===== config.mk =====
export PLATFORM = sky130hd
export DESIGN_NAME = cordic_seq_flat
export DESIGN_NICKNAME = d
export VERILOG_FILES = /design/src/rtl/cordic_pkg.sv /design/src/rtl/cordic_seq_if.sv /design/src/rtl/cordic_atan_rom.sv /design/src/rtl/cordic_iter.sv /design/src/rtl/cordic_seq.sv /design/src/flat_wrapper.sv
export SDC_FILE = /design/constraint.sdc
export NUM_CORES = 1
export LEC_CHECK = 0
export CAP_MARGIN = 20
export CORE_UTILIZATION = 40
export CTS_CLUSTER_SIZE = 24
export DETAILED_ROUTE_END_ITERATION = 16
export DONT_BUFFER_PORTS = 1
export GPL_TIMING_DRIVEN = 0
export MAX_ROUTING_LAYER = met4
export PLACE_DENSITY = 0.59
export SYNTH_ARGS = -nofsm -noshare
export SYNTH_HDL_FRONTEND = slang
export SYNTH_SLANG_ARGS = --single-unit

===== constraint.sdc =====
create_clock -name clk -period 8.31 [get_ports clk]
set_clock_uncertainty 0.2 [all_clocks]
set_input_delay 1.2465 -clock clk [delete_from_list [all_inputs] [get_ports clk]]
set_output_delay 1.2465 -clock clk [all_outputs]
set_load 0.1 [all_outputs]

===== src/rtl/cordic_pkg.sv =====
// Shared constants, state encoding and arctangent table for the iterative CORDIC sequencer.
// Angles are Q3.29 radians, cos/sin results are Q2.30.
package cordic_pkg;

  localparam int DATA_W     = 32;
  localparam int ITER_W     = 5;
  localparam int ANGLE_FRAC = 29;
  localparam int OUT_FRAC   = 30;

  // K is the inverse CORDIC gain in Q2.30; PI and PI_2 are Q3.29
  localparam logic signed [DATA_W-1:0] K    = 32'sh26DD3B6A;
  localparam logic signed [DATA_W-1:0] PI   = 32'sh6487ED51;
  localparam logic signed [DATA_W-1:0] PI_2 = 32'sh3243F6A9;

  typedef enum logic [1:0] {
    IDLE,
    ITER,
    DONE
  } state_t;

  // atan(2^-i) in Q3.29, rounded to nearest
  localparam logic [DATA_W-1:0] ATAN_TABLE [32] = '{
    32'h1921FB54, 32'h0ED63383, 32'h07D6DD7E, 32'h03FAB753,
    32'h01FF55BB, 32'h00FFEAAE, 32'h007FFD55, 32'h003FFFAB,
    32'h001FFFF5, 32'h000FFFFF, 32'h00080000, 32'h00040000,
    32'h00020000, 32'h00010000, 32'h00008000, 32'h00004000,
    32'h00002000, 32'h00001000, 32'h00000800, 32'h00000400,
    32'h00000200, 32'h00000100, 32'h00000080, 32'h00000040,
    32'h00000020, 32'h00000010, 32'h00000008, 32'h00000004,
    32'h00000002, 32'h00000001, 32'h00000000, 32'h00000000
  };

endpackage


===== src/rtl/cordic_seq_if.sv =====
// Angle-in / cos-sin-out handshake bundle for cordic_seq.
// The sequencer connects to the slave modport and the angle producer/result consumer to the master modport.
interface cordic_seq_if;
  import cordic_pkg::*;

  logic              in_valid;
  logic              in_ready;
  logic [DATA_W-1:0] in_angle;
  logic              out_valid;
  logic              out_ready;
  logic [DATA_W-1:0] out_cos;
  logic [DATA_W-1:0] out_sin;
  logic              busy;

  modport master (
    output in_valid, in_angle, out_ready,
    input  in_ready, out_valid, out_cos, out_sin, busy
  );

  modport slave (
    input  in_valid, in_angle, out_ready,
    output in_ready, out_valid, out_cos, out_sin, busy
  );

endinterface


===== src/rtl/cordic_atan_rom.sv =====
// Combinational arctangent lookup: index i returns atan(2^-i) in Q3.29.
module cordic_atan_rom
  import cordic_pkg::*;
(
  input  logic [ITER_W-1:0] idx,
  output logic [DATA_W-1:0] atan_val
);

  assign atan_val = ATAN_TABLE[idx];

endmodule


===== src/rtl/cordic_iter.sv =====
// One CORDIC rotation-mode micro-rotation; the sign of z picks the rotation direction.
module cordic_iter
  import cordic_pkg::*;
(
  input  logic signed [DATA_W-1:0] x,
  input  logic signed [DATA_W-1:0] y,
  input  logic signed [DATA_W-1:0] z,
  input  logic        [ITER_W-1:0] shift,
  input  logic signed [DATA_W-1:0] atan_val,
  output logic signed [DATA_W-1:0] x_next,
  output logic signed [DATA_W-1:0] y_next,
  output logic signed [DATA_W-1:0] z_next
);

  logic signed [DATA_W-1:0] x_sh;
  logic signed [DATA_W-1:0] y_sh;

  assign x_sh = x >>> shift;
  assign y_sh = y >>> shift;

  always_comb begin
    if (z[DATA_W-1]) begin
      x_next = x + y_sh;
      y_next = y - x_sh;
      z_next = z + atan_val;
    end else begin
      x_next = x - y_sh;
      y_next = y + x_sh;
      z_next = z - atan_val;
    end
  end

endmodule


===== src/rtl/cordic_seq.sv =====
// Iterative CORDIC rotation sequencer: one angle in, cos/sin out after N_ITER micro-rotations.
// Define CORDIC_QUAD_CORR_EN for quadrant pre-rotation (full [-pi, pi] input range).
//
// state | meaning
// IDLE  | in_ready high, waiting for an angle
// ITER  | one micro-rotation per clock, iter counts 0..N_ITER-1
// DONE  | result held with out_valid high until out_ready
module cordic_seq
  import cordic_pkg::*;
#(
  parameter int N_ITER = 24
) (
  input  logic         clk,
  input  logic         rst_n,
  cordic_seq_if.slave  bus
);

  localparam logic [ITER_W-1:0] LAST_ITER = ITER_W'(N_ITER - 1);

  state_t                   state;
  logic signed [DATA_W-1:0] x;
  logic signed [DATA_W-1:0] y;
  logic signed [DATA_W-1:0] z;
  logic        [ITER_W-1:0] iter;
  logic                     out_valid;
  logic signed [DATA_W-1:0] out_cos;
  logic signed [DATA_W-1:0] out_sin;

  logic signed [DATA_W-1:0] angle;
  logic signed [DATA_W-1:0] z_load;
  logic signed [DATA_W-1:0] atan_val;
  logic signed [DATA_W-1:0] x_next;
  logic signed [DATA_W-1:0] y_next;
  logic signed [DATA_W-1:0] z_next;
  logic signed [DATA_W-1:0] cos_fin;
  logic signed [DATA_W-1:0] sin_fin;
  logic                     accept;

  assign angle  = $signed(bus.in_angle);
  assign accept = (state == IDLE) && bus.in_valid;

`ifdef CORDIC_QUAD_CORR_EN
  logic neg;
  logic neg_load;

  // Angles beyond +-pi/2 are folded by pi; the result is then negated on the way out
  always_comb begin
    z_load   = angle;
    neg_load = 1'b0;
    if (angle > PI_2) begin
      z_load   = angle - PI;
      neg_load = 1'b1;
    end else if (angle < -PI_2) begin
      z_load   = angle + PI;
      neg_load = 1'b1;
    end
  end

  always_ff @(posedge clk or negedge rst_n) begin
    if (!rst_n) begin
      neg <= 1'b0;
    end else if (accept) begin
      neg <= neg_load;
    end
  end

  assign cos_fin = neg ? -x_next : x_next;
  assign sin_fin = neg ? -y_next : y_next;
`else
  assign z_load  = angle;
  assign cos_fin = x_next;
  assign sin_fin = y_next;
`endif

  cordic_atan_rom u_atan_rom (
    .idx      (iter),
    .atan_val (atan_val)
  );

  cordic_iter u_iter (
    .x        (x),
    .y        (y),
    .z        (z),
    .shift    (iter),
    .atan_val (atan_val),
    .x_next   (x_next),
    .y_next   (y_next),
    .z_next   (z_next)
  );

  always_ff @(posedge clk or negedge rst_n) begin
    if (!rst_n) begin
      state     <= IDLE;
      x         <= '0;
      y         <= '0;
      z         <= '0;
      iter      <= '0;
      out_valid <= 1'b0;
      out_cos   <= '0;
      out_sin   <= '0;
    end else begin
      case (state)
        IDLE: begin
          if (bus.in_valid) begin
            x     <= K;
            y     <= '0;
            z     <= z_load;
            iter  <= '0;
            state <= ITER;
          end
        end
        ITER: begin
          x    <= x_next;
          y    <= y_next;
          z    <= z_next;
          iter <= iter + 1'b1;
          if (iter == LAST_ITER) begin
            out_cos   <= cos_fin;
            out_sin   <= sin_fin;
            out_valid <= 1'b1;
            state     <= DONE;
          end
        end
        DONE: begin
          if (bus.out_ready) begin
            out_valid <= 1'b0;
            state     <= IDLE;
          end
        end
        default: state <= IDLE;
      endcase
    end
  end

  assign bus.in_ready  = (state == IDLE);
  assign bus.busy      = (state != IDLE);
  assign bus.out_valid = out_valid;
  assign bus.out_cos   = out_cos;
  assign bus.out_sin   = out_sin;

endmodule


===== src/flat_wrapper.sv =====
// flat-port wrapper written by rule: the top's interface ports become plain ports
module cordic_seq_flat import cordic_pkg::*;
#(
  parameter int N_ITER = 24
)
  (clk, rst_n, bus_in_valid, bus_in_angle, bus_out_ready, bus_in_ready, bus_out_valid, bus_out_cos, bus_out_sin, bus_busy);
  cordic_seq_if bus_i ();
  input  logic clk;
  input  logic rst_n;
  input wire logic [$bits(bus_i.in_valid)-1:0] bus_in_valid;
  input wire logic [$bits(bus_i.in_angle)-1:0] bus_in_angle;
  input wire logic [$bits(bus_i.out_ready)-1:0] bus_out_ready;
  output wire logic [$bits(bus_i.in_ready)-1:0] bus_in_ready;
  output wire logic [$bits(bus_i.out_valid)-1:0] bus_out_valid;
  output wire logic [$bits(bus_i.out_cos)-1:0] bus_out_cos;
  output wire logic [$bits(bus_i.out_sin)-1:0] bus_out_sin;
  output wire logic [$bits(bus_i.busy)-1:0] bus_busy;
  assign bus_i.in_valid = bus_in_valid;
  assign bus_i.in_angle = bus_in_angle;
  assign bus_i.out_ready = bus_out_ready;
  assign bus_in_ready = bus_i.in_ready;
  assign bus_out_valid = bus_i.out_valid;
  assign bus_out_cos = bus_i.out_cos;
  assign bus_out_sin = bus_i.out_sin;
  assign bus_busy = bus_i.busy;
  cordic_seq #(.N_ITER(N_ITER)) u_core (.clk(clk), .rst_n(rst_n), .bus(bus_i));
endmodule

==> results_dict.tcl, run 1 <==
set metrics [dict create \
    initial_core_util_pct 40.5 \
    viasPerCell 6.73 \
    finalCritPeriodShare_pct 99.2 \
    start_kind "flip-flop" \
    cts_max_path_buffers 2 \
    required_ps 8480 \
    overflow 0 \
    synth_edf_count 0 \
    worst-r2r-setup-slack_ps 70 \
    final_area_um2 19600 \
    root_buffer "clkbuf_16" \
    wirelength_mm 90.2 \
    crit_type "flip-flop to flip-flop" \
    grt.total_usage_pct 40.9 \
    gp_congestion 1.12 \
    crit_buf_inv 5 \
    vias 18400 \
    worstReg2RegEnd "u_core.y[31]" \
    drc 0 \
    hold_ws_ps 225 \
    place_area_um2 18800 \
    slew_violations 0 \
    synth_top_cell_area_share_pct 23.5 \
    final_net_count 2281 \
    die_h_um 214 \
    async_reset_ff_share_pct 100 \
    insertion_delay_ps 520 \
    ys_ff_latch 168 \
    io_pins 103 \
    min_path_type "primary input to asynchronous set/reset pin" \
    area_delta_synth_final_pct 9.13 \
    postCtsHoldBufs 0 \
    layout_commonest_cell "o21ai_0" \
    clkSlewWorstSetupHoldPaths_ps 80 \
    cp_max_fo 10 \
    avgSynthCellArea_um2 8.57 \
    synth_cell_type_count 83 \
    place.detailed.hpwl_mm 69.8 \
    ys_seq_area_share_pct 23.5 \
    htree_levels 4 \
    critical_path.max_stage_delay_ps 770 \
    layout_common_cells "201 x o21ai_0, 187 x nand2_1, 168 x dfrtp_1" \
    cts_sinks 168 \
    dr.pass1.iters 6 \
    setup_viol 0 \
    maxCapViolCount 0 \
    syn_area_um2 17900 \
    wl_per_cell_um 33.1 \
    port_buffers 0 \
    core_area_um2 44200 \
    tritoncts "done" \
    r2r_cells 25 \
    syn_nets 2249 \
    cts_buffers 17 \
    ant_nets 0 \
    slew_headroom_pct 18.2 \
    ys_warn_count 0 \
    worst_pin_slew_ps 1220 \
    rsz0062_at_grt "no" \
    r2r_start "u_core.iter[1]" \
    die_width_um 214 \
    hold_viol 0 \
    grt_max_degree 169 \
    synth_top_area_cell "dfrtp_1" \
    cpMaxStageDelayCell "buf_1" \
    synthCells 2090 \
    ys.flop_type "dfrtp_1" \
    crit_family "buffers and inverters" \
    endpoint_kind "flip-flop" \
    antenna_found_initial 4 \
    grt_first_pass_wirelength_mm 126 \
    drive_gt1_share_pct 12.7 \
    min_period_ps 8240 \
    outcome "complete, no violations" \
    worst_slack_ps 69.3 \
    ys_top_cells_by_area "dfrtp_1 23%, ha_1 8.4%, mux4_2 8.2%, o21ai_0 5.6%, xnor2_1 5.1%" \
    crit_arrival_ps 8410 \
    dp_slack_ps -641 \
    drtIter0Drc 2124 \
    grt_pass1_vias 17400 \
    fmax_mhz 121 \
    n_fill_cell 4379 \
    die_area_um2 45600 \
    rows 77 \
]
layer usage:
| layer | GRT usage (%) | share of wire [%] | vias to the layer above | wire length (um) |
|---|---|---|---|---|
| li1 | - | - | 7857 | - |
| met4 | 24.4 | 6.9 | 0 | 6210 |
| met1 | 50.3 | 40 | 9119 | 36400 |
| met5 | - | 0 | - | 0 |
| met2 | 61.0 | 43 | 1101 | 39200 |
| met3 | 9.53 | 9.2 | 289 | 8320 |
synthesized netlist by cell type (all sizes together), types with 12 or more instances:
master	count
nor2	142
a21oi	138
xnor2	104
dfrtp	168
nor3	36
a31oi	34
mux2i	53
nand2b	25
a21o	53
o211ai	13
nand3	71
nor2b	15
a221oi	13
o21bai	17
clkbuf	83
o22ai	32
and2	15
mux4	65
ha	120
inv	51
a22oi	38
o21a	16
o21ai	203
mux2	78
and3	22
xor2	65
a211oi	12
buf	57
nand2	187
state kept, by name (all words and copies together) (netlist names):
| register | flops |
|---|---|
| u_core.bus.out_cos | 32 |
| u_core.bus.out_sin | 32 |
| u_core.bus.out_valid | 1 |
| u_core.iter | 5 |
| u_core.state | 2 |
| u_core.x | 32 |
| u_core.y | 32 |
| u_core.z | 32 |
cells by family after synthesis:
group / after synthesis / share of synthesized area (%)
simple gates: 560 / 14.6
xor+xnor: 169 / 8.26
fa+ha+maj: 123 / 8.71
compound gates: 681 / 24.4
buf+inv: 193 / 4.46
flops: 168 / 23.5
mux: 196 / 16.1
final cells by class:
cell class	count	area, um^2	area share (%)
Antenna cell	3	7.51	0.0384
Buffer	140	642	3.28
Clock buffer	21	460	2.35
Clock inverter	8	98.8	0.506
Inverter	53	203	1.04
Multi-Input combinational cell	1729	13000	66.6
Sequential cell	168	4200	21.5
Tap cell	592	741	3.79
Timing Repair Buffer	13	169	0.864
worst reg2reg max path, stage by stage, from the launching register on:
cell and delay (ps):
dfrtp_1 450, buf_2 330, buf_2 410, clkbuf_4 410
clkbuf_2 400, buf_1 770, nand3_1 170, nand4_1 330
o21ai_0 280, nand4b_1 230, and2b_1 280, nor2b_1 190
nor2_1 130, xnor2_1 110, ha_1 390, and2_1 250
nand3_1 100, a2111oi_1 490, o41ai_1 250, a211oi_1 410
nor3_2 160, or2_2 320, a21boi_0 300, a31oi_1 200
xnor2_2 400, o21ai_0 160
metrics by stage:
step,util (%),setup TNS [ps],instances
floorplan,-,0,2090
global placement,42.2,-3640,2682
detailed placement,42.5,-3170,2691
CTS,44.0,0,2720
global route,44.2,0,2727
finish,44.2,0,2727
worst max-delay path by stage:
| stage | startpoint | cells after the start | end | slack, ps |
|---|---|---|---|---|
| after floorplan | u_core.iter[1] | 30 | u_core.z[31] | 2050 |
| after CTS | u_core.iter[0] | 26 | u_core.x[31] | 30 |
| after detailed placement | u_core.iter[4] | 24 | u_core.x[31] | -640 |
| final | u_core.iter[1] | 25 | u_core.y[31] | 70 |
| after global routing | u_core.iter[0] | 27 | u_core.x[31] | 10 |
| after global placement | u_core.iter[4] | 24 | u_core.x[31] | -810 |
timing repair:
item,in CTS,in global routing
buffers inserted,0,3
pin swaps,0,2
gates resized for setup,22,41
endpoints found under the setup margin,17,23
Power of run 1 is left out: the tool's default activity adds up to more than one toggle a clock period on the data nets, which glitch-free logic cannot reach.
==> run 2, diff against run 1 <==
--- a/config.mk
+++ b/config.mk
@@ -16,3 +16,4 @@
 export SYNTH_ARGS = -nofsm -noshare
 export SYNTH_HDL_FRONTEND = slang
 export SYNTH_SLANG_ARGS = --single-unit
+export TNS_END_PERCENT = 5
==> results of run 2 <==
No change in the layout: final DEF, timing and power equal those of run 1.
Power of run 2 is left out for the same reason.
